==> config.mk <==
export PLATFORM = sky130hd
export DESIGN_NAME = pc_gen_unit
export DESIGN_NICKNAME = d
export VERILOG_FILES = /design/src/rtl/pc_gen_unit.sv
export SDC_FILE = /design/constraint.sdc
export NUM_CORES = 1
export LEC_CHECK = 0
export ABC_AREA = 0
export CAP_MARGIN = 20
export CORE_UTILIZATION = 40
export DETAILED_ROUTE_END_ITERATION = 16
export PLACE_DENSITY_LB_ADDON = 0.12
export SYNTH_ARGS = -nofsm -noshare
export SYNTH_HDL_FRONTEND = slang
export SYNTH_SLANG_ARGS = --single-unit
==> constraint.sdc <==
create_clock -name clk -period 6.21 [get_ports clk]
set_input_delay 1.242 -clock clk [delete_from_list [all_inputs] [get_ports clk]]
set_output_delay 1.242 -clock clk [all_outputs]
set_load 0.01 [all_outputs]
==> src/rtl/pc_gen_unit.sv <==
// pc_gen_unit: program-counter generator with boot/run/halt control.
// Ports:
//   clk, rst_n                      clock, asynchronous active-low reset
//   stall_i, is_compressed_i        hold request, 16-bit instruction flag
//   redirect_i, redirect_target_i   taken branch/jump and its target
//   trap_i, trap_vector_i           trap taken and handler base
//   halt_i, resume_i                enter / leave HALT
//   pc_o, pc_plus_o                 current PC and its sequential successor
//   pc_valid_o                      high while in RUN
//   misaligned_o, misaligned_addr_o one-cycle reject pulse, last rejected target
//   fetch_count_o                   number of PC advances (wrapping)
module pc_gen_unit #(
    parameter int              XLEN         = 32,
    parameter logic [XLEN-1:0] RESET_VECTOR = '0,
    parameter int              BOOT_WAIT    = 2,
    parameter bit              ALLOW_C      = 1'b1,
    parameter int              CNT_W        = 32
) (
    input  logic             clk,
    input  logic             rst_n,
    input  logic             stall_i,
    input  logic             is_compressed_i,
    input  logic             redirect_i,
    input  logic [XLEN-1:0]  redirect_target_i,
    input  logic             trap_i,
    input  logic [XLEN-1:0]  trap_vector_i,
    input  logic             halt_i,
    input  logic             resume_i,
    output logic [XLEN-1:0]  pc_o,
    output logic [XLEN-1:0]  pc_plus_o,
    output logic             pc_valid_o,
    output logic             misaligned_o,
    output logic [XLEN-1:0]  misaligned_addr_o,
    output logic [CNT_W-1:0] fetch_count_o
);
    localparam int BW = $clog2(BOOT_WAIT + 1);

    typedef enum logic [1:0] {BOOT, RUN, HALT} state_t;

    state_t            state_q;
    logic [BW-1:0]     boot_cnt_q;
    logic [XLEN-1:0]   pc_q;
    logic [XLEN-1:0]   mis_addr_q;
    logic [CNT_W-1:0]  cnt_q;
    logic              valid_q;
    logic              mis_q;
    logic              legal;
    logic [XLEN-1:0]   trap_pc;

    assign pc_plus_o = pc_q + ((ALLOW_C && is_compressed_i) ? XLEN'(2) : XLEN'(4));
    assign legal     = ALLOW_C ? ~redirect_target_i[0] : (redirect_target_i[1:0] == 2'b00);
    assign trap_pc   = {trap_vector_i[XLEN-1:2], 2'b00};

    assign pc_o              = pc_q;
    assign pc_valid_o        = valid_q;
    assign misaligned_o      = mis_q;
    assign misaligned_addr_o = mis_addr_q;
    assign fetch_count_o     = cnt_q;

    always_ff @(posedge clk or negedge rst_n) begin
        if (!rst_n) begin
            state_q    <= BOOT;
            boot_cnt_q <= '0;
            pc_q       <= RESET_VECTOR;
            mis_addr_q <= '0;
            cnt_q      <= '0;
            valid_q    <= 1'b0;
            mis_q      <= 1'b0;
        end else begin
            mis_q <= 1'b0;
            if (trap_i) begin
                // a trap wins in every state and always lands in RUN
                pc_q    <= trap_pc;
                cnt_q   <= cnt_q + CNT_W'(1);
                state_q <= RUN;
                valid_q <= 1'b1;
            end else begin
                case (state_q)
                    BOOT: begin
                        if (boot_cnt_q == BW'(BOOT_WAIT - 1)) begin
                            state_q <= RUN;
                            valid_q <= 1'b1;
                        end else begin
                            boot_cnt_q <= boot_cnt_q + BW'(1);
                        end
                    end
                    RUN: begin
                        // any redirect, legal or not, swallows a coincident halt
                        if (redirect_i && legal) begin
                            pc_q  <= redirect_target_i;
                            cnt_q <= cnt_q + CNT_W'(1);
                        end else if (redirect_i) begin
                            mis_q      <= 1'b1;
                            mis_addr_q <= redirect_target_i;
                        end else if (halt_i) begin
                            state_q <= HALT;
                            valid_q <= 1'b0;
                        end else if (!stall_i) begin
                            pc_q  <= pc_plus_o;
                            cnt_q <= cnt_q + CNT_W'(1);
                        end
                    end
                    HALT: begin
                        if (resume_i) begin
                            state_q <= RUN;
                            valid_q <= 1'b1;
                        end
                    end
                    default: begin
                        state_q <= BOOT;
                        valid_q <= 1'b0;
                    end
                endcase
            end
        end
    end
endmodule

Yosys cells after proc, flatten, opt, wreduce, memory -nomap -nowiden
Cells that the tools add are included.
{"block": "op_classes", "n_reduce_logical": 7, "addsub": 3, "muxes": 31, "eq_ne": 11, "n_bitwise": 4}
{"operator": "$mux 32", "count": 12}
{"operator": "$add 32x1->32 const B", "count": 1}
{"operator": "$add 32x3->32", "count": 1}
{"operator": "$ne 3x3->1 const B", "count": 5}
{"operator": "$mux 2", "count": 6}
{"operator": "$mux 1", "count": 10}
{"operator": "$reduce_and 4->1", "count": 2}
{"operator": "$ne 3x1->1 const B", "count": 2}
{"operator": "$pmux 2 s3", "count": 1}
{"operator": "$reduce_and 5->1", "count": 1}
{"operator": "$eq 2x1->1 const B", "count": 2}
{"operator": "$not 1->1", "count": 4}
{"operator": "$mux 3", "count": 1}
{"operator": "$ne 3x2->1 const B", "count": 1}
{"operator": "$pmux 1 s3", "count": 1}
{"operator": "$reduce_and 3->1", "count": 1}
{"operator": "$add 2x1->2 const B", "count": 1}
{"operator": "$eq 2x2->1 const B", "count": 1}
{"operator": "$logic_not 2->1", "count": 1}
{"operator": "$reduce_bool 2->1", "count": 1}
{"operator": "$logic_and 1x1->1", "count": 1}
{"block": "word_totals", "reg_bits": 102, "output_inout_bits": 130}

Logic depth before layout (Yosys ltp)
{"block": "logic_depth", "ltp_word": 8, "ltp_mapped": 8, "mapped_depth_nobuf": 7}

Worst setup path before layout
No wires, ideal clock.
{"block": "synth_timing", "kind": "input-to-output", "start": "input is_compressed_i", "end": "output pc_plus_o[18]", "path_slack_ps": 2163, "arrival_time_ps": 2805, "t_required_ps": 4968, "path_stages": 7, "path_cell_list": "inv_1 ha_1 a21oi_1 or4_1 buf_2 nor3_4 xor2_1"}
{"block": "synth_between", "elab_chain_len": 2}
{"item": "start, declared", "line": "22", "text": "input logic is_compressed_i,"}
{"item": "$mux 3", "line": "50", "text": "assign pc_plus_o = pc_q + ((ALLOW_C && is_compressed_i) ? XLEN'(2) : XLEN'(4));"}
{"item": "$add 32x3->32", "line": "50"}
{"item": "end, declared", "line": "30", "text": "output logic [XLEN-1:0] pc_plus_o,"}
Every way passes these cells.

Worst setup path in the final report
{"block": "layout_timing", "start": "input is_compressed_i", "end": "output pc_plus_o[23]"}
The elaborated chain is that of the path after synthesis.

==> metrics.md <==
| Metric | Value |
|---|---|
| Slew Limit Fails | 0 |
| Max clock buf depth | 2 |
| IR drop worst, VDD | around 0.00015 V |
| Max incr delay on CP | between 0.5 and 0.6 ns |
| Pre-CTS setup slack | around 0.88 ns |
| Final Setup Violations | 0 |
| Hold path cells | 1 |
| CP Launch Point | is_compressed_i |
| Design Area, Final | ~0.008 mm2 |
| Required time worst endpoint | 4.97 ns |
| GRT overflow | 0 |
| PD cells | approximately 270 mW/mm2 |
| Share of layout cells above drive strength 1 | 9.74% |
| Main synth FF type | dfrtp_1 |
| Antenna violations before repair | 0 |
| Final layout net count | between 800 and 900 |
| Clk_lat worst skew | about 0.34 ns |
| First-pass GRT wire length | approximately 26,000 um |
| Number of diodes | 0 |
| Initial DRC Count | around 420 |
| Total number of vias | between 5,000 and 6,000 |
| Crit Path Class | input pin to output port |
| Post-synth top area share | 46.0% |
| Most area-consuming cells after synthesis | dfrtp_1 46%, xnor2_1 8.0%, mux2_2 6.4%, nand2_1 3.6%, nand3_1 3.2% |
| Min-Delay Path Class | flop to flop |
| # port buffers | just under 200 |
| Net switching power | roughly 0.67 mW |
| Slew HR | 33.2% |
| LEAKAGE | 3.15 nW |
| Avg Inst Size Synth | slightly above 10 um2 |
| Register share of total power | around two fifths |
| Die area | 0.0142 mm2 |
| Core footprint | 0.0133 mm2 |
| Pin count of the biggest net entering global routing | 55 |
| Hpwl dp | around 12,000 um |
| Critical Path Fanout Max | 8 |
| Setup Buffers After CTS | 0 |
| Drt drc | 0 |
| TritonCTS clock tree | done |
| Syn nets | 617 |
| Fraction of registers with async set/reset | between 90% and 100% |
| Run status | finished, final reports clean |
| Max-cap violation count | 0 |
| Setup slack after layout | roughly 0.87 ns |
| Largest area contributor in the netlist | dfrtp_1 |
| Post-DP Area | 0.00761 mm2 |
| DR pass1 iterations | 5 |
| CTS sink count | between 100 and 150 |
| Post-cts gate resize count | 0 |
| Fin crit period | 5.34 ns |
| Synth warn | 0 |
| Critical R2R Launch | pc_o[4]$_DFFE_PN0P_ |
| CP startpoint kind | input pin |
| Top-count cell post-synth | dfrtp_1 |
| # hold bufs at CTS | 0 |
| CP Capture Type | output port |
| Switching share of power | 31.2% |
| Global placement routability congestion | about 0.80 |
| CTS H-tree depth | 3 |
| Cell at the root of the clock tree | clkbuf_16 |
| Clk_skew | 0.00477 ns |
| Routed wire length | around 16,000 um |
| FF+latch count, synth | 101 |
| Num rows | between 40 and 50 |
| Clk network pwr share | 24.1% |
| Synth Cell Area | 0.00549 mm2 |
| Routed Antenna Nets | 0 |
| Die Ht | 119 um |
| Slew @ Worst Pin | around 1.0 ns |
| Slowest CP cell | clkdlybuf4s50_1 |
| Syn Inst Count | 540 |
| Total GRT Usage | between 20% and 30% |
| Final TNS setup | 0 ns |
| Comb power frac | roughly a third |
| Chip Width | approximately 120 um |
| Fin crit share | between 80% and 90% |
| Final Hold Viols | 0 |
| Area delta synth->final | 43.4% |
| Synth top cells by count | 101 x dfrtp_1, 52 x nand2_1, 50 x xnor2_1 |
| Seq/Total Area, Yosys | about 46% |
| Clk pin slew, worst setup/hold paths | approximately 0.06 ns |
| Hold path start | fetch_count_o[31]$_DFFE_PN0P_ |
| Total CTS buffers | 9 |
| Fmax | 0.187 GHz |
| Unique cell type count in the Yosys netlist | 67 |
| Most used cell, CP | clkdlybuf4s50_1 |
| I/O pin cnt | ~200 |
| Internal cell power | ~1.5 mW |
| Post-synth EDFFs | 0 |
| Post-DR wirelength/cell | roughly 18 um |
| Crit path DAT | 4.10 ns |
| RSZ-0062 raised after global routing | false |
| Initial Util | between 40% and 50% |
| Drt via density | between 5 and 6 |
| Worst R2R Path Depth | 5 |
| Vias in the first global route | roughly 5,000 |
| CP Cell Sequence | clkdlybuf4s50_1, ha_1, fa_1, nand3_1, nor3_4, and2_1, nand2_1, xnor2_1, clkdlybuf4s50_1 |
## worst paths after layout
kind | end | slack, ns
min in group asynchronous | fetch_count_o[9]$_DFFE_PN0P_ | 0.92
max | pc_plus_o[23] | 0.87
max in group asynchronous | misaligned_addr_o[19]$_DFFE_PN0P_ | 4.14
min | fetch_count_o[31]$_DFFE_PN0P_ | 0.47
min reg2reg | fetch_count_o[31]$_DFFE_PN0P_ | 0.47
max reg2reg | pc_o[18]$_DFFE_PN0P_ | 3.59
## worst max-delay path: cells and delay by family
kind | cells | cell delay (ns)
XOR/XNOR | 1 | 0.14
buffers and inverters | 2 | 1.05
AND/OR/NAND/NOR | 4 | 1.13
adder cells (fa/ha/maj) | 2 | 0.53
## state kept, by name, indices dropped and copies added (netlist names)
name	flops
fetch_count_o	32
boot_cnt_q	2
misaligned_o	1
misaligned_addr_o	32
state_q	2
pc_o	32
## cells in the final DEF (no fill, tap or decap), drive strengths merged, types with 5 or more instances in the layout
| cell | netlist | routed |
|---|---|---|
| clkdlybuf4s50 | 0 | 197 |
| dfrtp | 101 | 101 |
| nand2 | 52 | 52 |
| xnor2 | 50 | 50 |
| nand3 | 36 | 36 |
| mux2 | 31 | 31 |
| nor2 | 31 | 31 |
| nand4 | 25 | 25 |
| o21ai | 24 | 24 |
| a21oi | 20 | 20 |
| nor3 | 13 | 13 |
| clkbuf | 17 | 13 |
| xor2 | 11 | 11 |
| and3 | 11 | 11 |
| nor4 | 10 | 10 |
| inv | 8 | 8 |
| buf | 14 | 8 |
| a22oi | 6 | 6 |
| a31oi | 5 | 5 |
| and4 | 5 | 5 |
| o311ai | 5 | 5 |
## cell families (layout without fill, tap and decap cells)
logic type	count (synthesis)	count (layout)	share of synthesized area [%]
buffers and inverters	40	229	3.17
AND/OR/NAND/NOR	200	200	20.0
adder cells (fa/ha/maj)	5	5	1.28
flip-flops	101	101	46.0
multiplexers	35	35	7.09
AO/OA/AOI/OAI	98	98	12.7
XOR/XNOR	61	61	9.73
## routing by layer
layer,routed length [um],vias up,track usage [%]
met4,313,0,8.47
met5,0,-,0
li1,-,2339,-
met2,7990,191,39.6
met1,7050,2452,30.3
met3,1140,19,5.22
## through the flow
stage | cells | total power, mW | util (%) | hold WS, ns
after floorplan | 540 | 1.21 | - | 0.448
after global placement | 889 | 1.62 | 57.1 | 0.454
after detailed placement | 890 | 1.63 | 57.2 | 0.465
after CTS | 905 | 2.15 | 59.2 | 0.475
after global routing | 905 | 2.25 | 59.2 | 0.498
final | 905 | 2.13 | 59.2 | 0.471
## layout make-up
class | instances | area (um2)
Tap cell | 176 | 220
Timing Repair Buffer | 205 | 2040
Clock inverter | 2 | 10.0
Multi-Input combinational cell | 399 | 2790
Inverter | 9 | 33.8
Sequential cell | 101 | 2530
Fill cell | 1160 | 5430
Clock buffer | 13 | 250
## power by group through the flow
stage / combinational, mW / clock (mW) / sequential [mW]
after floorplan: 0.280 / 0 / 0.929
after global placement: 0.717 / 0 / 0.900
after detailed placement: 0.727 / 0 / 0.907
after CTS: 0.730 / 0.528 / 0.896
after global routing: 0.778 / 0.551 / 0.917
final: 0.722 / 0.515 / 0.896
No activity file was read; power rests on OpenSTA's default activity.
==> patch: new RTL, same settings <==
Make the reset (`rst_n`) synchronous in one clocked block. Comments in the files are not updated.
--- a/src/rtl/pc_gen_unit.sv
+++ b/src/rtl/pc_gen_unit.sv
@@ -59,3 +59,3 @@
 
-    always_ff @(posedge clk or negedge rst_n) begin
+    always_ff @(posedge clk) begin
         if (!rst_n) begin
Function: differs if rst_n is asserted again (counterexample within 4 cycles, from zero or initial values and one cycle with rst_n low); with rst_n held inactive, the same outputs for 4 cycles.
==> patch against the original RTL <==
- setup slack lost 240 ps
- cell area down 1.5%
- sequential cell count stayed put
- wire length is 9.3% higher
- count of clock-buffer cells in the layout shrank 1
- synthesized cell count increased by 25%
- global-route usage up 2.2 points
- area after synthesis is 2.1% lower
- largest cell class unchanged
Power is not compared: it rests on default switching activity, and its combinational part moved more than twofold at a synthesized area within 25%.
==> patch: results (changes against the original RTL) <==
Status
  • Status: finished, final reports clean

Final layout
  • Fin util: 0.602 (+0.0101)
  • Nets@finish: 929 (+16%)

Global routing
  • GR Layer Usage met2: 0.456 (+0.0605)
  • Overall routing resource usage: 0.260 (+0.0220)
  • Global-route wire length before repair: 29000 µm (+10%)

Setup path
  • Crit-path max FO: 11 (+3)
  • Reg2reg start: state_q[0]$_SDFFE_PN0P_
  • Worst setup endpoint: pc_plus_o[21]
  • Worst R2R Setup Slack: 3530 ps (-60 ps)
  • FF-to-FF End: pc_o[21]$_SDFFE_PN0P_

Placed design
  • Post-Place Cells: 1011 (+14%)
  • Placer Congestion: 0.857 (+7.5%)
  • Placed Area: 0.00745 mm² (-2.1%)

Synthesis
  • Post-synth ARST share: 0 (-1.00)
  • Area contributors post-synth: dfxtp_1 (38%), nand2_1 (7.7%), a21oi_1 (6.2%)
  • Cell variety after synth: 72 (+7.5%)

Timing
  • Worst Clk Skew: 8.72 ps (+3.95 ps)
  • Slew HR: 0.243 (-0.0883)
  • Min Hold Slack: 454 ps (-16.8 ps)

Route
  • First DRT Iteration DRCs: 457 (+9.6%)
  • WL met2: 8960 µm (+12%)
  • Final WL: 18000 µm (+9.3%)
  • Via count: 5824 (+16%)

Hold path
  • Hold Path Stages: 2 (+1)
## patch: cell count changes in the layout (fill, tap and decap cells not counted), sizes merged, moves of 16 or more
| cell | change |
|---|---|
| a21oi | +48 |
| mux2 | -31 |
| dfrtp | -101 |
| nand2 | +58 |
| dfxtp | +101 |
| xnor2 | -31 |
| nor2 | +21 |
| o21ai | +16 |
## patch: final cells by class
type / instances / share of cell area
clock inverter: 4 / 0.00387
timing repair buffer: 210 / 0.267
tap: 172 / 0.0278
multi-input combinational: 515 / 0.400
clock buffer: 12 / 0.0331
inverter: 15 / 0.00726
sequential: 101 / 0.261
## patch: kinds of logic (layout without fill, tap and decap cells)
kind of cell	after synthesis	after routing	share of synthesized area
AND/OR/NAND/NOR	278	278	0.262
AO/OA/AOI/OAI	191	191	0.230
flip-flops	101	101	0.376
buffers and inverters	61	241	0.0503
XOR/XNOR	39	39	0.0649
adder cells (fa/ha/maj)	5	5	0.0130
multiplexers	2	2	0.00372
